## src/rtl/c_dly_fine_ctrl.sv

```systemverilog
// Fine delay-line controller: filters phase-detector up/down requests into a
// 0..64 code, drives a 64-stage thermometer select and reports lock/saturation.
// Optional build macro: C_DLY_FINE_CTRL_FREEZE_EN (freeze accumulator and code while locked).
module c_dly_fine_ctrl #(
    parameter int unsigned FILT_TH = 8,
    parameter int unsigned LOCK_N  = 4
) (
    input  logic        i_clk,
    input  logic        i_rstn,
    input  logic        i_en,
    input  logic        i_up,
    input  logic        i_dn,
    input  logic        i_load,
    input  logic [6:0]  i_load_code,
    output logic [63:0] o_sel,
    output logic [6:0]  o_code,
    output logic        o_lock,
    output logic        o_sat
);

    typedef enum logic [1:0] {StIdle, StTrack, StLock} state_e;

    localparam logic signed [8:0] TH_POS   = 9'(FILT_TH);
    localparam logic signed [8:0] TH_NEG   = -TH_POS;
    localparam logic [3:0]        LOCK_CNT = 4'(LOCK_N);
    localparam logic [6:0]        CODE_MAX = 7'd64;

    state_e             state_q, state_d;
    logic [6:0]         code_q, code_d;
    logic [63:0]        sel_q, sel_d;
    logic signed [7:0]  acc_q, acc_d;
    logic [3:0]         alt_q, alt_d;
    logic               dir_vld_q, dir_vld_d;
    logic               dir_up_q, dir_up_d;
    logic               sat_q, sat_d;

    logic signed [8:0]  acc_ext, acc_sum;
    logic               track_act, step_up, step_dn, step_sat, step_real, step_alt;

    // Filter arithmetic and step classification
    always_comb begin
        acc_ext = {acc_q[7], acc_q};
        acc_sum = acc_ext;
        if (i_up && !i_dn) begin
            acc_sum = acc_ext + 9'sd1;
        end else if (i_dn && !i_up) begin
            acc_sum = acc_ext - 9'sd1;
        end
`ifdef C_DLY_FINE_CTRL_FREEZE_EN
        track_act = (state_q == StTrack);
`else
        track_act = (state_q == StTrack) || (state_q == StLock);
`endif
        step_up   = (acc_sum == TH_POS);
        step_dn   = (acc_sum == TH_NEG);
        step_sat  = (step_up && (code_q == CODE_MAX)) || (step_dn && (code_q == 7'd0));
        step_real = (step_up || step_dn) && !step_sat;
        // First step after a clear counts as the start of an alternating run
        step_alt  = !dir_vld_q || (dir_up_q != step_up);
    end

    // Next-state: load beats disable beats filter steps
    always_comb begin
        state_d   = state_q;
        code_d    = code_q;
        acc_d     = acc_q;
        alt_d     = alt_q;
        dir_vld_d = dir_vld_q;
        dir_up_d  = dir_up_q;
        sat_d     = sat_q;
        if (i_load) begin
            code_d    = (i_load_code > CODE_MAX) ? CODE_MAX : i_load_code;
            acc_d     = '0;
            alt_d     = '0;
            dir_vld_d = 1'b0;
            sat_d     = 1'b0;
            state_d   = i_en ? StTrack : StIdle;
        end else if (!i_en) begin
            state_d   = StIdle;
            acc_d     = '0;
            alt_d     = '0;
            dir_vld_d = 1'b0;
            sat_d     = 1'b0;
        end else begin
            case (state_q)
                StIdle: begin
                    state_d = StTrack;
                end
                StTrack, StLock: begin
                    if (track_act) begin
                        if (step_sat) begin
                            acc_d     = '0;
                            sat_d     = 1'b1;
                            alt_d     = '0;
                            dir_vld_d = 1'b0;
                        end else if (step_real) begin
                            acc_d     = '0;
                            sat_d     = 1'b0;
                            code_d    = step_up ? code_q + 7'd1 : code_q - 7'd1;
                            dir_vld_d = 1'b1;
                            dir_up_d  = step_up;
                            if (step_alt) begin
                                alt_d = (alt_q >= LOCK_CNT) ? alt_q : alt_q + 4'd1;
                                if ((state_q == StTrack) && (alt_q + 4'd1 >= LOCK_CNT)) begin
                                    state_d = StLock;
                                end
                            end else begin
                                // A repeated direction starts a fresh run of length one
                                alt_d = 4'd1;
                                if (state_q == StLock) begin
                                    state_d = StTrack;
                                end
                            end
                        end else begin
                            acc_d = acc_sum[7:0];
                        end
                    end
                end
                default: state_d = StIdle;
            endcase
        end
    end

    // Thermometer select tracks the next code so both register on the same edge
    always_comb begin
        sel_d = '0;
        for (int k = 0; k < 64; k++) begin
            sel_d[k] = (7'(k) < code_d);
        end
    end

    // State registers with asynchronous reset
    always_ff @(posedge i_clk or negedge i_rstn) begin
        if (!i_rstn) begin
            state_q   <= StIdle;
            code_q    <= '0;
            sel_q     <= '0;
            acc_q     <= '0;
            alt_q     <= '0;
            dir_vld_q <= 1'b0;
            dir_up_q  <= 1'b0;
            sat_q     <= 1'b0;
        end else begin
            state_q   <= state_d;
            code_q    <= code_d;
            sel_q     <= sel_d;
            acc_q     <= acc_d;
            alt_q     <= alt_d;
            dir_vld_q <= dir_vld_d;
            dir_up_q  <= dir_up_d;
            sat_q     <= sat_d;
        end
    end

    assign o_sel  = sel_q;
    assign o_code = code_q;
    assign o_lock = (state_q == StLock);
    assign o_sat  = sat_q;

endmodule

```

## config.mk

```make
export PLATFORM = sky130hd
export DESIGN_NAME = c_dly_fine_ctrl
export DESIGN_NICKNAME = d
export VERILOG_FILES = /design/src/rtl/c_dly_fine_ctrl.sv
export SDC_FILE = /design/constraint.sdc
export NUM_CORES = 1
export LEC_CHECK = 0
export CAP_MARGIN = 20
export CORE_ASPECT_RATIO = 1.5
export CORE_MARGIN = 3
export CORE_UTILIZATION = 45
export CTS_CLUSTER_SIZE = 14
export DETAILED_ROUTE_END_ITERATION = 6
export GPL_ROUTABILITY_DRIVEN = 0
export PLACE_DENSITY = 0.71
export SLEW_MARGIN = 5
export SYNTH_ARGS = -nofsm -noshare
export SYNTH_HDL_FRONTEND = slang
export SYNTH_SLANG_ARGS = --single-unit
```

## constraint.sdc

```tcl
create_clock -name i_clk -period 5.3 [get_ports i_clk]
set_input_delay 1.06 -clock i_clk [delete_from_list [all_inputs] [get_ports i_clk]]
set_output_delay 1.06 -clock i_clk [all_outputs]
set_load 0.03 [all_outputs]
```

Yosys cells after proc, flatten, opt, wreduce, memory -nomap -nowiden
Index checks and enable logic that the tools add are counted.

storage, ports and cells
  register bits = 88
  latch bits = 0
  memory bits (writable) = 0
  ROM bits = 0
  input bits = 13
  output and inout bits = 73
  logic and storage cells = 165
  memories = 0

operators by class
  add/sub/neg operators = 5
  multiply operators = 0
  div/mod/pow operators = 0
  magnitude comparators = 67
  equality and inequality tests = 15
  shifts and indexed selects = 0
  muxes and demuxes = 46
  bitwise gates (word level) = 2
  reduce and logical (&&, ||, !) cells = 22

operator list
  cell                                                                count
  < comparator 6 x 7 -> 1 bit (first input constant)                  32
  < comparator 5 x 7 -> 1 bit (first input constant)                  16
  < comparator 4 x 7 -> 1 bit (first input constant)                  8
  two-way mux 7 bit                                                   8
  two-way mux 8 bit                                                   6
  two-way mux 4 bit                                                   8
  < comparator 3 x 7 -> 1 bit (first input constant)                  4
  two-way mux 9 bit                                                   2
  two-way mux 2 bit                                                   8
  != test 5 bit (second input constant)                               3
  < comparator 1 x 7 -> 1 bit (first input constant)                  2
  < comparator 2 x 7 -> 1 bit (first input constant)                  2
  two-way mux 1 bit                                                   13
  != test 4 bit (second input constant)                               3
  adder 8 x 2 -> 9 bit (second input constant)                        1
  equality test 9 x 4 -> 1 bit (second input constant)                1
  equality test 9 x 5 -> 1 bit (second input constant)                1
  subtractor 8 x 2 -> 9 bit (second input constant)                   1
  greater-or-equal comparator 4 x 3 -> 1 bit (second input constant)  2
  adder 7 x 1 -> 7 bit (second input constant)                        1
  equality test 7 bit (second input constant)                         1
  greater-than comparator 7 bit (second input constant)               1
  zero test 7 bit                                                     1
  subtractor 7 x 1 -> 7 bit (second input constant)                   1
  18 further kinds                                                    31

Logic depth before layout (Yosys ltp)
  word-level depth = 16
  mapped depth = 21
  gate-level depth less buffers = 19

Least setup slack after synthesis
No wires, ideal clock.

  kind = input -> register
  from = input port i_up
  to = register sel_q[32] (netlist: o_sel[32])
  library setup time = 0.143 ns
  arrival time = 4.823 ns
  required time = 5.157 ns
  setup slack = 0.335 ns
  stages on the path = 18
  path buffers = 2
  cell sequence = buf_6 -> or4b_4 -> nor4_2 -> o21ai_0 -> a22oi_1 -> nand2_1 -> ha_1 -> a21oi_1 -> a21boi_0 -> o21ai_0 -> nand2b_1 -> a21o_1 -> a22oi_1 -> o311a_1 -> inv_1 -> a31oi_2 -> buf_2 -> o211ai_1

on the way
  cells in the longest elaborated chain, start to end = 16
  elaborated cells on any way between the ends = 21

ends and longest elaborated chain
  element                                                                              line    source
  start: declaration                                                                   11      input logic i_up,
  zero test 1 bit                                                                      46      end else if (i_dn && !i_up) begin
  logical AND 1 bit                                                                    46
  two-way mux 9 bit                                                                    46
  two-way mux 9 bit *                                                                  44      if (i_up && !i_dn) begin
  equality test 9 x 5 -> 1 bit / equality test 9 x 4 -> 1 bit (equally long branches)  54, 55
  logical AND 1 bit                                                                    56      step_sat = (step_up && (code_q == CODE_MAX)) || (step_dn && (code_q == 7'd0));
  logical OR 1 bit                                                                     56
  zero test 1 bit                                                                      57      step_real = (step_up || step_dn) && !step_sat;
  [... 2 more ...]                                                                     --
  two-way mux 7 bit *                                                                  91      if (step_sat) begin
  two-way mux 7 bit *                                                                  90      if (track_act) begin
  two-way mux 7 bit *                                                                  85      case (state_q)
  two-way mux 7 bit *                                                                  78      end else if (!i_en) begin
  two-way mux 7 bit *                                                                  71      if (i_load) begin
  net code_d[6]                                                                        29      logic [6:0] code_q, code_d;
  < comparator 6 x 7 -> 1 bit *                                                        128     sel_d[k] = (7'(k) < code_d);
  net sel_d[32]                                                                        30      logic [63:0] sel_q, sel_d;
  end signal: assignment                                                               146     sel_q <= sel_d;
  end: declaration                                                                     30

Mark *: on every way through the listed nets, which the timed path passes. The rest lies on a longest branch.
A chain may end at the register's enable or synchronous reset.

Worst setup path after layout
  from = input port i_up
  to = register sel_q[44] (netlist: o_sel[44])

Same word-level chain as after synthesis.

==> results.yml <==
drt:
  drc: 0
  via_count: 3577
  viasPerCell: 5.72
  wl_per_cell_um: 17.4
  ant_nets: 0
  drt_iter0_drc: 162
  firstDrtPassIters: 5
  wirelength_mm: 10.9
pwr:
  leakagePower_nw: 2.42
  power_density_nw_per_um2: 358
  peakVddDrop_mv: 0.268
grt:
  grt_pass1_vias: 3536
  grt_max_degree: 88
  grt.busiest_layer: "met2"
  overflow: 0
  met1_usage_pct: 25.4
  grt_pass1_wl_mm: 17.8
  met2_usage_pct: 37.5
  met3_usage_pct: 4.15
  antenna_found_initial: 0
  grt_use_total_pct: 21.1
setup_path:
  crit_chain: "clkdlybuf4s50_1, buf_4, and3b_1, or3_1, a21oi_1, and3_1, nand2_1, ha_1, a21oi_1, a21boi_0, o21ai_0, nand2b_1, nand3_1, a22oi_1, o311a_1, inv_1, buf_4, nor2_4, buf_12, o31ai_1"
  reg2regPathDepth: 21
  cpPeakStageDelay_ns: 0.50
  path_max_fanout: 27
  critPathLaunchType: "input pin"
  critPathSlowestCell: "clkdlybuf4s50_1"
  crit_arrival_ns: 5.10
  cp.required_ns: 5.53
  crit_type: "input pin to flop"
  cp-end-kind: "flop"
synth:
  muxShareOfSynthArea_pct: 0.941
  synth_top_cell_area_share_pct: 51.1
  synth_top_family_by_area: "compound AO/OA/AOI/OAI gates"
  yosysWarningCount: 0
  synthAdderAreaFrac_pct: 4.29
  synth.net_count: 435
  synth_area_um2: 4260
  postSynthCellCount: 408
  synth_area_leaders: "dfrtp_1 (51%), o21ai_0 (5.1%), ha_1 (3.8%), nand2_1 (2.9%), a21oi_1 (2.1%)"
  synth_commonest_cells: "dfrtp_1 (87), o21ai_0 (43), nand2_1 (33)"
  synth_simple_gate_area_share_pct: 16.5
  synth_edf_count: 0
  yosysMostFrequentCell: "dfrtp_1"
  synth_compound_area_share_pct: 20.4
  synth_xor_area_share_pct: 2.03
  synth_top_area_cell: "dfrtp_1"
  async_flop_share_pct: 100
  yosysSeqAreaShare_pct: 51.1
  avgSynthCellArea_um2: 10.4
  yosys_register_bits: 87
  synthFlopType: "dfrtp_1"
  ys_types: 69
cts:
  cts.htree.levels: 3
  numClockSinks: 87
  clk_pin_slew_ns: 0.06
  cts-resized-gates: 0
  postCtsSetupBuffers: 0
  clk_latency_ns: 0.34
  tritoncts: "yes"
  cts-hold-fix-buffers: 0
  cts_root_buf: "clkbuf_16"
  numCtsBuffers: 9
  cts_buffer_depth: 2
placement:
  placed_area_um2: 5320
  io_buffers: 85
  dp_hpwl_mm: 7.87
  placed_cells: 608
floorplan:
  pin_count: 86
  die-area_um2: 10700
  die_w_um: 85.4
  start_util_pct: 47.1
  die_h_um: 125
  core-area_um2: 9040
  row_count: 42
cells_and_area:
  fin_cells: 625
  n_antenna_cell: 0
  drive_gt1_share_pct: 11.8
  final_area_um2: 5700
  area_growth_pct: 34.0
  utilization_pct: 63.1
  nets: 537
sta:
  finalSetupViolCount: 0
  finalCritPeriodShare_pct: 91.9
  period_needed_ns: 4.87
  rsz0062_at_grt: "no"
  fin_hold_ws_ns: 0.529
  drv_slew: 0
  setup-tns-final_ns: 0
  max_freq_mhz: 205
  clock_skew_ns: 0.00652
  tightestPinTransition_ns: 0.793
  slew_headroom_pct: 46.8
  hold_viol: 0
flow_run:
  cap_violations: 0
hold_path:
  hold_path_class: "flop to flop"
  hold_depth: 1
status:
  outcome: "finished, final reports clean"
[cell usage in the layout (no fill, tap or decap), types with 5 or more instances in the layout]
master,instances
dfrtp_1,87
xnor2_1,6
nor2_1,23
o21ai_0,43
nor3_1,8
and2_1,5
clkbuf_16,9
nand2_1,33
o31ai_1,9
clkdlybuf4s50_1,84
inv_1,22
nand3_1,15
a21oi_1,18
ha_1,13
buf_4,23
o211ai_1,12
nor2b_1,5
[stage by stage]
stage | setup slack [ns] | power [mW]
detailed placement | 0.0818 | 1.32
global placement | 0.200 | 1.31
global route | 0.00653 | 2.13
CTS | 0.425 | 2.06
floorplan | 0.335 | 1.09
finish | 0.432 | 2.04
[critical path, delay by kind of cell]
family          cells  cell delay [ns]
compound gates      7             1.32
simple gates        7             1.16
fa+ha+maj           1             0.36
buf+inv             5             1.16
[metal layers]
| metal | routed length [µm] | vias up |
|---|---|---|
| met5 | 0 | - |
| met4 | 184 | 0 |
| met3 | 539 | 15 |
| met2 | 5770 | 123 |
| met1 | 4360 | 1753 |
| li1 | - | 1686 |
[final timing paths]
path                           from         to  slack [ns]
min reg2reg                alt_q[1]   alt_q[1]        0.53
max                            i_up  o_sel[44]        0.43
max in group asynchronous    i_rstn   alt_q[0]        4.06
min in group asynchronous    i_rstn  o_sel[31]        0.63
min                        alt_q[1]   alt_q[1]        0.53
max reg2reg                acc_q[0]  o_sel[44]        1.01
[report_power, final]
group	leakage, nW	switching (mW)	internal [mW]	total, mW
clock network	0.169	0.269	0.467	0.736
registers	1.04	0.0330	0.732	0.765
logic	1.21	0.329	0.213	0.543
total	2.42	0.631	1.41	2.04
[kinds of logic (layout without fill, tap and decap cells)]
group                    after synthesis  after routing
AO/OA/AOI/OAI                        126            126
AND/OR/NAND/NOR                      126            126
flip-flops                            87             87
buffers and inverters                 42            149
adder cells (fa/ha/maj)               14             14
XOR/XNOR                               9              9
multiplexers                           4              4
[state kept, by name, summed over array words and instances, names as in the netlist]
name	cells
o_code	7
dir_vld_q	1
o_sel	63
state_q	2
o_sat	1
acc_q	8
dir_up_q	1
alt_q	4
[cell type report]
| class | instances | area [µm²] |
|---|---|---|
| multi-input cells | 279 | 1880 |
| repair buffers | 109 | 1060 |
| inverters | 24 | 92.6 |
| clock buffers | 9 | 225 |
| well taps | 110 | 138 |
| clock inverters | 7 | 126 |
| fillers | 724 | 3340 |
| flip-flops and latches | 87 | 2180 |
(Power assumes the default switching activity.)
